<file path="config.mk">
export PLATFORM = sky130hd
export DESIGN_NAME = mfp_ahb_lite_master
export DESIGN_NICKNAME = d
export VERILOG_FILES = /design/src/rtl/mfp_ahb_lite_master.sv
export SDC_FILE = /design/constraint.sdc
export NUM_CORES = 1
export LEC_CHECK = 0
export CORE_MARGIN = 1.5
export CORE_UTILIZATION = 45
export DETAILED_ROUTE_END_ITERATION = 12
export HOLD_SLACK_MARGIN = 0.1
export PLACE_DENSITY = 0.81
export SYNTH_ARGS = -nofsm -noshare
export SYNTH_HDL_FRONTEND = slang
export SYNTH_SLANG_ARGS = --single-unit
</file>
<file path="constraint.sdc">
create_clock -name HCLK -period 1.95 [get_ports HCLK]
set_clock_uncertainty 0.05 [all_clocks]
set_input_delay 0.4875 -clock HCLK [delete_from_list [all_inputs] [get_ports HCLK]]
set_output_delay 0.4875 -clock HCLK [all_outputs]
set_load 0.02 [all_outputs]
</file>
<file path="src/rtl/mfp_ahb_lite_master.sv">
// AHB-Lite initiator: turns a valid/ready command stream into SINGLE NONSEQ transfers with
// overlapped address/data phases, and reports one response per completed transfer.
module mfp_ahb_lite_master #(
   parameter logic [3:0]  HPROT_VAL  = 4'b0011,
   parameter int unsigned WCNT_WIDTH = 16
) (
   input  logic                  HCLK,
   input  logic                  HRESETn,
   input  logic                  cmd_valid,
   output logic                  cmd_ready,
   input  logic [31:0]           cmd_addr,
   input  logic                  cmd_write,
   input  logic [2:0]            cmd_size,
   input  logic [31:0]           cmd_wdata,
   output logic                  rsp_valid,
   output logic                  rsp_write,
   output logic [31:0]           rsp_rdata,
   output logic                  rsp_err,
   output logic [WCNT_WIDTH-1:0] stat_wait_cnt,
   output logic [31:0]           HADDR,
   output logic                  HWRITE,
   output logic [2:0]            HSIZE,
   output logic [1:0]            HTRANS,
   output logic [31:0]           HWDATA,
   output logic [2:0]            HBURST,
   output logic                  HMASTLOCK,
   output logic [3:0]            HPROT,
   input  logic [31:0]           HRDATA,
   input  logic                  HREADY,
   input  logic                  HRESP
);

   typedef enum logic [1:0] {
      HTRANS_IDLE   = 2'b00,
      HTRANS_NONSEQ = 2'b10
   } htrans_e;

   typedef struct packed {
      logic        valid;
      logic [31:0] addr;
      logic        write;
      logic [2:0]  size;
      logic [31:0] wdata;
   } a_slot_t;

   typedef struct packed {
      logic        valid;
      logic        write;
      logic [31:0] wdata;
   } d_slot_t;

   typedef struct packed {
      logic        valid;
      logic        write;
      logic        err;
      logic [31:0] rdata;
   } rsp_t;

   localparam a_slot_t A_RESET = '{valid: 1'b0, addr: 32'h0, write: 1'b0, size: 3'b010, wdata: 32'h0};
   localparam logic [WCNT_WIDTH-1:0] WCNT_ONE = 1;

   a_slot_t               a_q, a_d;
   d_slot_t               d_q, d_d;
   rsp_t                  rsp_q, rsp_d;
   logic [WCNT_WIDTH-1:0] wcnt_q, wcnt_d;

   // The whole pipeline moves only on HREADY, so the master is ready exactly when the bus is.
   assign cmd_ready = HREADY;

   // NOTE: every variable gets its default before any branch so no path can infer a latch.
   always_comb begin
      a_d       = a_q;
      d_d       = d_q;
      rsp_d     = rsp_q;
      rsp_d.valid = 1'b0;
      wcnt_d    = wcnt_q;
      if (HREADY) begin
         d_d.valid = a_q.valid;
         d_d.write = a_q.write;
         d_d.wdata = (a_q.valid && a_q.write) ? a_q.wdata : 32'h0;
         a_d.valid = cmd_valid;
         if (cmd_valid) begin
            a_d.addr  = cmd_addr;
            a_d.write = cmd_write;
            a_d.size  = (cmd_size > 3'd2) ? 3'd2 : cmd_size;
            a_d.wdata = cmd_wdata;
         end
         if (d_q.valid) begin
            rsp_d.valid = 1'b1;
            rsp_d.write = d_q.write;
            rsp_d.err   = HRESP;
            rsp_d.rdata = (!d_q.write && !HRESP) ? HRDATA : 32'h0;
         end
      end else if (d_q.valid && (wcnt_q != '1)) begin
         wcnt_d = wcnt_q + WCNT_ONE;
      end
   end

   // NOTE: state registers use non-blocking assignments so all flops update from pre-edge values.
   always_ff @(posedge HCLK or negedge HRESETn) begin
      if (!HRESETn) begin
         a_q    <= A_RESET;
         d_q    <= '0;
         rsp_q  <= '0;
         wcnt_q <= '0;
      end else begin
         a_q    <= a_d;
         d_q    <= d_d;
         rsp_q  <= rsp_d;
         wcnt_q <= wcnt_d;
      end
   end

   assign HTRANS        = a_q.valid ? HTRANS_NONSEQ : HTRANS_IDLE;
   assign HADDR         = a_q.addr;
   assign HWRITE        = a_q.write;
   assign HSIZE         = a_q.size;
   assign HWDATA        = d_q.wdata;
   assign HBURST        = 3'b000;
   assign HMASTLOCK     = 1'b0;
   assign HPROT         = HPROT_VAL;
   assign rsp_valid     = rsp_q.valid;
   assign rsp_write     = rsp_q.write;
   assign rsp_err       = rsp_q.err;
   assign rsp_rdata     = rsp_q.rdata;
   assign stat_wait_cnt = wcnt_q;

endmodule

</file>
==> summary.txt, run 1 <==
Finish
  – Design area: between 9000 and 10,000 sq um
  – # diodes: 0
  – Nets: between 700 and 800
  – Final Util: 0.656
  – Multi-input gate area: ~1800 sq um
  – Layout area overhead: 41.2%
  – Register area: ~3900 sq um
  – Share of cells above drive strength 1: 0.176
  – FILL cells: a little over 1,000

Hold path
  – Min-Delay Path Class: register to register

Yosys
  – Dominant cells by area after synthesis: dfrtp_1 59%, mux2_2 12%, buf_4 9.0%
  – Largest area contributor in the netlist: dfrtp_1
  – Multiplexer share of the synthesized area: 0.121
  – Yosys top cell area share: 0.592
  – Post-synthesis xor/xnor area fraction: 0.0203
  – Mapped Cells: 521
  – Primary FF master, synth: dfrtp_1
  – Largest family of logic cells by synthesized area: buffers and inverters
  – Sequential element share of the synthesized area: 0.596
  – Synth Area in Compound Gates: 0.0723
  – Syn_area_per_cell: 12.4 sq um
  – EDFF count, synth: 0
  – Most frequent cells after synthesis: 153 x dfrtp_1, 78 x buf_4, 68 x mux2_2
  – Most common cell in the synthesized netlist: dfrtp_1
  – Post-Synth Simple-Gate Area: 0.0630
  – Synthesized area: 6470 sq um
  – Yosys cell types: 36
  – Ys async rst share: 1.00
  – Register bit total from synthesis: 154
  – Adder-Cell Fraction of Synth Area: 0.00193
  – Warnings, synthesis: 0

Setup path
  – Worst path depth: 1
  – WS Path Type: register to output port
  – CP cell instances: clkdlybuf4s50_1
  – CP Capture Type: output port
  – Max stage delay on crit path: ~600 ps
  – Top delay family on crit path: buffers and inverters
  – Critical Path Fanout Max: 2
  – Critical Path Start: HWDATA[10]$_DFFE_PN0P_
  – R2R cell count: 4
  – RR Endpoint: stat_wait_cnt[1]$_DFFE_PN0P_
  – Bufs and invs on worst path: 1
  – R2R Setup Slk: 210 ps
  – CP max-delay cell: clkdlybuf4s50_1
  – Critical path endpoint: HWDATA[10]
  – R2r startpoint: stat_wait_cnt[12]$_DFFE_PN0P_
  – Crit path DAT: between 1000 and 1500 ps
  – Setup crit start kind: register
  – Worst EP required: 1410 ps

Floorplanning
  – Die area: ~15,000 sq um
  – Die width: roughly 120 um
  – Row count: between 40 and 50
  – # IOs: ~240
  – Initial Util: 0.464
  – Die Y: 123 um
  – Core Region: about 14,000 sq um

Routing
  – Post-DRT Antenna Nets: 0
  – Wire length on met3: 1.33 mm
  – WL met1: roughly 5.8 mm
  – Via count: 4,312
  – Initial DRC count: 165
  – Pre-antenna DRT Iters: 4
  – Post-Route WL: 15.1 mm
  – Routed wire per std cell: 17.1 um
  – Residual DRC: 0
  – Wire length on met2: ~7.6 mm
  – Uppermost layer routed: met4
  – Post-DR vias/cell: 4.90

Status
  – Status: finished, final reports clean

Placed design
  – Placed instance area: between 8000 and 9000 sq um
  – IO buf count: ~230
  – Gpl congestion: just over 0.8
  – Final HPWL DP: between 10 and 15 mm

CTS
  – Max Root-Sink Buffers: 2
  – Cts bufs inserted: 17
  – Sink Count: roughly 150
  – Clock slew at reported path FFs: approximately 60 ps
  – H-Tree Depth: 4
  – TritonCTS clock tree: done
  – Clk Latency, worst-skew pair: ~410 ps
  – CTS Root Cell: clkbuf_16
  – # Post-CTS Setup Buffers: 0

Power
  – Switching portion of total power: 0.273
  – Comb power frac: 0.208
  – Max VDD drop: roughly 0.6 mV
  – Reg power frac: 0.428
  – PwrDens: around 1000 nW/um^2
  – Clock Power Share: 0.364
  – Sw power: approximately 2.5 mW
  – P_int: around 6.7 mW
  – Overall Power: 9.18 mW
  – Pleak: a little under 5 nW

Global route
  – Vias in the first global route: between 4,000 and 5,000
  – GRT overflow: 0
  – Initial antenna violation count: 0
  – Pin count of the biggest net entering global routing: 59
  – First-pass GRT wire length: around 23 mm
  – GR Util All Layers: 0.198

Timing
  – Final Hold Viols: 0
  – Pins over their slew limit: 0
  – Final worst-path cycle share: 0.977
  – Final setup violation count: 0
  – Fmax achieved: between 0.5 and 0.6 GHz
  – Minimum clock period: between 1500 and 2000 ps
  – Fin Hold WS: 428 ps

Run
  – Maxcap violations: 0
-- power groups by stage --
stage / sequential (mW) / combinational [mW] / clock, mW
2_1_floorplan: 4.10 / 0.990 / 0
3_3_place_gp: 3.96 / 1.99 / 0
3_5_place_dp: 3.98 / 2.05 / 0
4_1_cts: 3.93 / 1.95 / 3.42
5_1_grt: 3.98 / 2.04 / 3.55
6_report: 3.93 / 1.91 / 3.34
-- flip-flops by register name, indices dropped and copies added (netlist names) --
| register | flops |
|---|---|
| HSIZE | 3 |
| HADDR | 32 |
| d_q | 2 |
| rsp_err | 1 |
| a_q | 33 |
| rsp_valid | 1 |
| HWDATA | 32 |
| rsp_rdata | 32 |
| rsp_write | 1 |
| HWRITE | 1 |
| stat_wait_cnt | 16 |
-- worst min-delay path by stage --
stage	from	endpoint	slack, ps	depth (start not counted)
final	a_q[7]$_DFFE_PN0P_	HWDATA[7]$_DFFE_PN0P_	430	2
after global routing	HREADY	a_q[68]$_DFFE_PN0P_	450	3
after CTS	HREADY	a_q[68]$_DFFE_PN0P_	420	3
after detailed placement	HRESETn	a_q[24]$_DFFE_PN0P_	390	1
after global placement	HRESETn	HWDATA[30]$_DFFE_PN0P_	380	1
after floorplan	HRESETn	HADDR[0]$_DFFE_PN0P_	140	0
-- repair_timing --
action                                  in CTS  in global routing
hold buffers                                 1                  0
gates resized for setup                     52                 44
endpoints found under the hold margin       39                  0
pin swaps                                    0                  0
endpoints found under the setup margin      51                 44
gates cloned                                 0                  0
-- layout by cell type (no fill, tap or decap), types with 3 or more instances in the layout --
| cell | n |
|---|---|
| nor3_1 | 6 |
| dlygate4sd2_1 | 51 |
| xor2_1 | 13 |
| conb_1 | 9 |
| buf_12 | 6 |
| a22o_1 | 33 |
| bufinv_16 | 3 |
| clkbuf_16 | 17 |
| dlymetal6s2s_1 | 44 |
| clkdlybuf4s50_1 | 128 |
| o21ai_0 | 33 |
| clkinv_2 | 4 |
| inv_1 | 36 |
| dfrtp_1 | 152 |
| nand4_1 | 4 |
| mux2_2 | 68 |
| buf_4 | 7 |
| nor2_1 | 6 |
| nand2_1 | 41 |
-- layout make-up --
| class | instances | share of cell area |
|---|---|---|
| multi-input combinational | 239 | 0.202 |
| clock inverter | 11 | 0.0156 |
| tap | 180 | 0.0246 |
| inverter | 36 | 0.0148 |
| timing repair buffer | 239 | 0.271 |
| clock buffer | 21 | 0.0504 |
| sequential | 154 | 0.422 |
-- per-stage QoR --
step	setup WS (ps)	instances	TNS (ps)
after CTS	0.387	880	0
after global placement	91.0	847	0
after global routing	-3.57	880	-3.57
after detailed placement	48.8	847	0
final	45.0	880	0
after floorplan	256	528	0
-- cell families after synthesis --
logic type,count (synthesis)
AO/OA/AOI/OAI,68
adder cells (fa/ha/maj),1
AND/OR/NAND/NOR,77
XOR/XNOR,15
other,2
buffers and inverters,135
multiplexers,69
flip-flops,154
-- routing by layer --
metal  up-vias  global-route usage
li1       1980                   -
met1      2114               0.228
met2       198               0.336
met3        20              0.0692
met4         0              0.0785
met5         -                   0
-- worst reg2reg max path, stage by stage, from the launching register on --
cell and delay [ps]:
dfrtp_1 420, nand4_1 260, nor4_4 490, nor2_2 100, mux2_4 310
Power figures use the tool's default switching activity.
==> run 2: changes to the inputs <==
CORE_MARGIN = 1   (was 1.5)
==> run 2 against run 1 <==
Routed wire length decreased by 3.4%. Final cell count increased by 0.57%. Via count grew 0.49%. Global-route usage hardly changed. Register-to-register slack better by 20 ps. Hold slack got worse by 3.6 ps. Sequential share of layout area decreased by 0.41 points. Power is 1.1% lower. Clock power decreased by 4%. Critical path depth unchanged. Critical path type unchanged. Critical endpoint is now rsp_rdata[7]. Highest routed layer unchanged.
==> summary.txt, run 2 (same netlist as run 1, synthesis figures left out) <==
CTS
  – Clk Latency, worst-skew pair: 410 ps (about the same)
  – H-Tree Depth: 4 (unchanged)
  – CTS Root Cell: clkbuf_16
  – TritonCTS clock tree: done
  – Max Root-Sink Buffers: 2 (unchanged)
  – Cts bufs inserted: 17 (unchanged)
  – Clock slew at reported path FFs: 60 ps (about the same)
  – Sink Count: 154 (unchanged)
  – # Post-CTS Setup Buffers: 0 (unchanged)

Setup path
  – Critical Path Fanout Max: 2 (unchanged)
  – CP cell instances: clkdlybuf4s50_1
  – WS Path Type: register to output port
  – CP Capture Type: output port
  – Setup crit start kind: register
  – Crit path DAT: 1380 ps (about the same)
  – CP max-delay cell: clkdlybuf4s50_1
  – R2r startpoint: stat_wait_cnt[0]$_DFFE_PN0P_
  – Top delay family on crit path: buffers and inverters
  – Worst EP required: 1410 ps (about the same)
  – Critical Path Start: rsp_rdata[7]$_DFFE_PN0P_
  – Bufs and invs on worst path: 1 (unchanged)
  – Max stage delay on crit path: 610 ps (about the same)

Routing
  – Via count: 4,333 (+0.49%)
  – Post-Route WL: 14.6 mm (-3.4%)
  – Pre-antenna DRT Iters: 4 (unchanged)
  – Residual DRC: 0 (unchanged)
  – Initial DRC count: 152 (-7.9%)
  – Post-DR vias/cell: 4.90 (about the same)
  – Post-DRT Antenna Nets: 0 (unchanged)
  – Routed wire per std cell: 16.4 um (-4.0%)

Finish
  – Share of cells above drive strength 1: 0.180 (+0.00443)
  – Layout area overhead: 42.6%
  – Largest Register: a_q
  – Most common cell after layout, fill and taps aside: dfrtp_1
  – Nets: 799 (+0.76%)
  – Most frequent cells in the layout: 153 x dfrtp_1, 127 x clkdlybuf4s50_1, 68 x mux2_2
  – Post-route insts no fill: 885 (+0.57%)
  – # diodes: 0 (unchanged)
  – Max reg flops: 33 (unchanged)

Floorplanning
  – Die width: 122 um (-0.81%)
  – Core Region: 13,900 sq um (unchanged)
  – Initial Util: 0.464 (unchanged)
  – Die Y: 122 um (-0.81%)
  – Die area: 14,900 sq um (-1.6%)
  – # IOs: 235 (unchanged)
  – Row count: 43 (unchanged)

Power
  – Comb power frac: 0.213 (+0.005)
  – PwrDens: 984 nW/um^2 (-2.0%)
  – Switching portion of total power: 0.272 (-0.000953)
  – Reg power frac: 0.432 (+0.004)
  – Clock Power Share: 0.355 (-0.009)
  – P_int: 6.61 mW (-0.93%)
  – Overall Power: 9.08 mW (-1.1%)
  – Sw power: 2.47 mW (-1.4%)
  – Max VDD drop: 0.609 mV (+1.9%)
  – Pleak: 5.01 nW (+4.0%)

Timing
  – Final worst-path cycle share: 0.986 (+0.00894)
  – Fmax achieved: 0.520 GHz (-0.91%)
  – Fin Hold WS: 425 ps (-3.59 ps)
  – Final Hold Viols: 0 (unchanged)
  – Pins over their slew limit: 0 (unchanged)
  – Setup TNS: 0 ps (unchanged)
  – Final setup violation count: 0 (unchanged)
  – Minimum clock period: 1920 ps (+17.4 ps)

Placed design
  – Final HPWL DP: 10.4 mm (-1.4%)
  – Inst Count DP: 853 (+0.71%)
  – IO buf count: 225 (unchanged)
  – Gpl congestion: 0.788 (-4.3%)

Status
  – Status: finished, final reports clean

Run
  – Maxcap violations: 0 (unchanged)

Global route
  – Vias in the first global route: 4,463 (-1.3%)
  – GRT overflow: 0 (unchanged)
  – Initial antenna violation count: 0 (unchanged)
  – Pin count of the biggest net entering global routing: 42 (-29%)
  – First-pass GRT wire length: 22.2 mm (-2.4%)
  – GR Util All Layers: 0.198 (+0.000298)

Hold path
  – Hold path start: a_q[5]$_DFFE_PN0P_
  – Min-Delay Path Class: register to register
run 2: per-stage QoR:
stage	setup slack, ps	util	cell area, sq um
after floorplan	256	-	6500
after global placement	-177	0.612	8530
after detailed placement	-207	0.612	8530
after CTS	0.933	0.652	9080
after global routing	-3.11	0.662	9230
final	27.5	0.662	9230
run 2: layout make-up:
| cell class | instances | area, sq um |
|---|---|---|
| Inverter | 36 | 135 |
| Clock inverter | 10 | 118 |
| Timing Repair Buffer | 245 | 2580 |
| Clock buffer | 21 | 470 |
| Multi-Input combinational cell | 239 | 1840 |
| Sequential cell | 154 | 3850 |
| Tap cell | 180 | 225 |
| Fill cell | 1005 | 4710 |
run 2: final timing paths:
check | end | slack (ps) | cells after the start
hold / removal | HWDATA[5]$_DFFE_PN0P_ | 420 | 2
max in group asynchronous | a_q[13]$_DFFE_PN0P_ | 770 | 3
min in group asynchronous | HSIZE[2]$_DFFE_PN0P_ | 490 | 2
setup / recovery | rsp_rdata[7] | 30 | 1
hold reg to reg | HWDATA[5]$_DFFE_PN0P_ | 420 | 2
setup reg to reg | stat_wait_cnt[1]$_DFFE_PN0P_ | 230 | 5
run 2: metal layers:
layer / GRT usage / share of wire / up-vias
met2: 0.333 / 0.50 / 183
li1: - / - / 1998
met4: 0.0748 / 0.014 / 0
met1: 0.230 / 0.40 / 2134
met5: 0 / 0 / -
met3: 0.0712 / 0.084 / 18
run 2: timing repair:
action,in CTS,in global routing
hold endpoints to repair,33,0
setup endpoints to repair,38,59
hold buffers,1,0
resized for setup,38,59
run 2: power by group through the flow:
| stage | Clock [mW] | Combinational, mW | Sequential, mW |
|---|---|---|---|
| floorplan | 0 | 0.990 | 4.10 |
| global placement | 0 | 2.00 | 3.95 |
| detailed placement | 0 | 2.05 | 3.97 |
| CTS | 3.31 | 1.99 | 3.93 |
| global route | 3.43 | 2.06 | 3.97 |
| finish | 3.22 | 1.93 | 3.92 |
==> run 3: changes to the inputs <==
TNS_END_PERCENT = 50   (was unset)
==> results of run 3 <==
No change in the layout: final DEF, timing and power equal those of run 2.
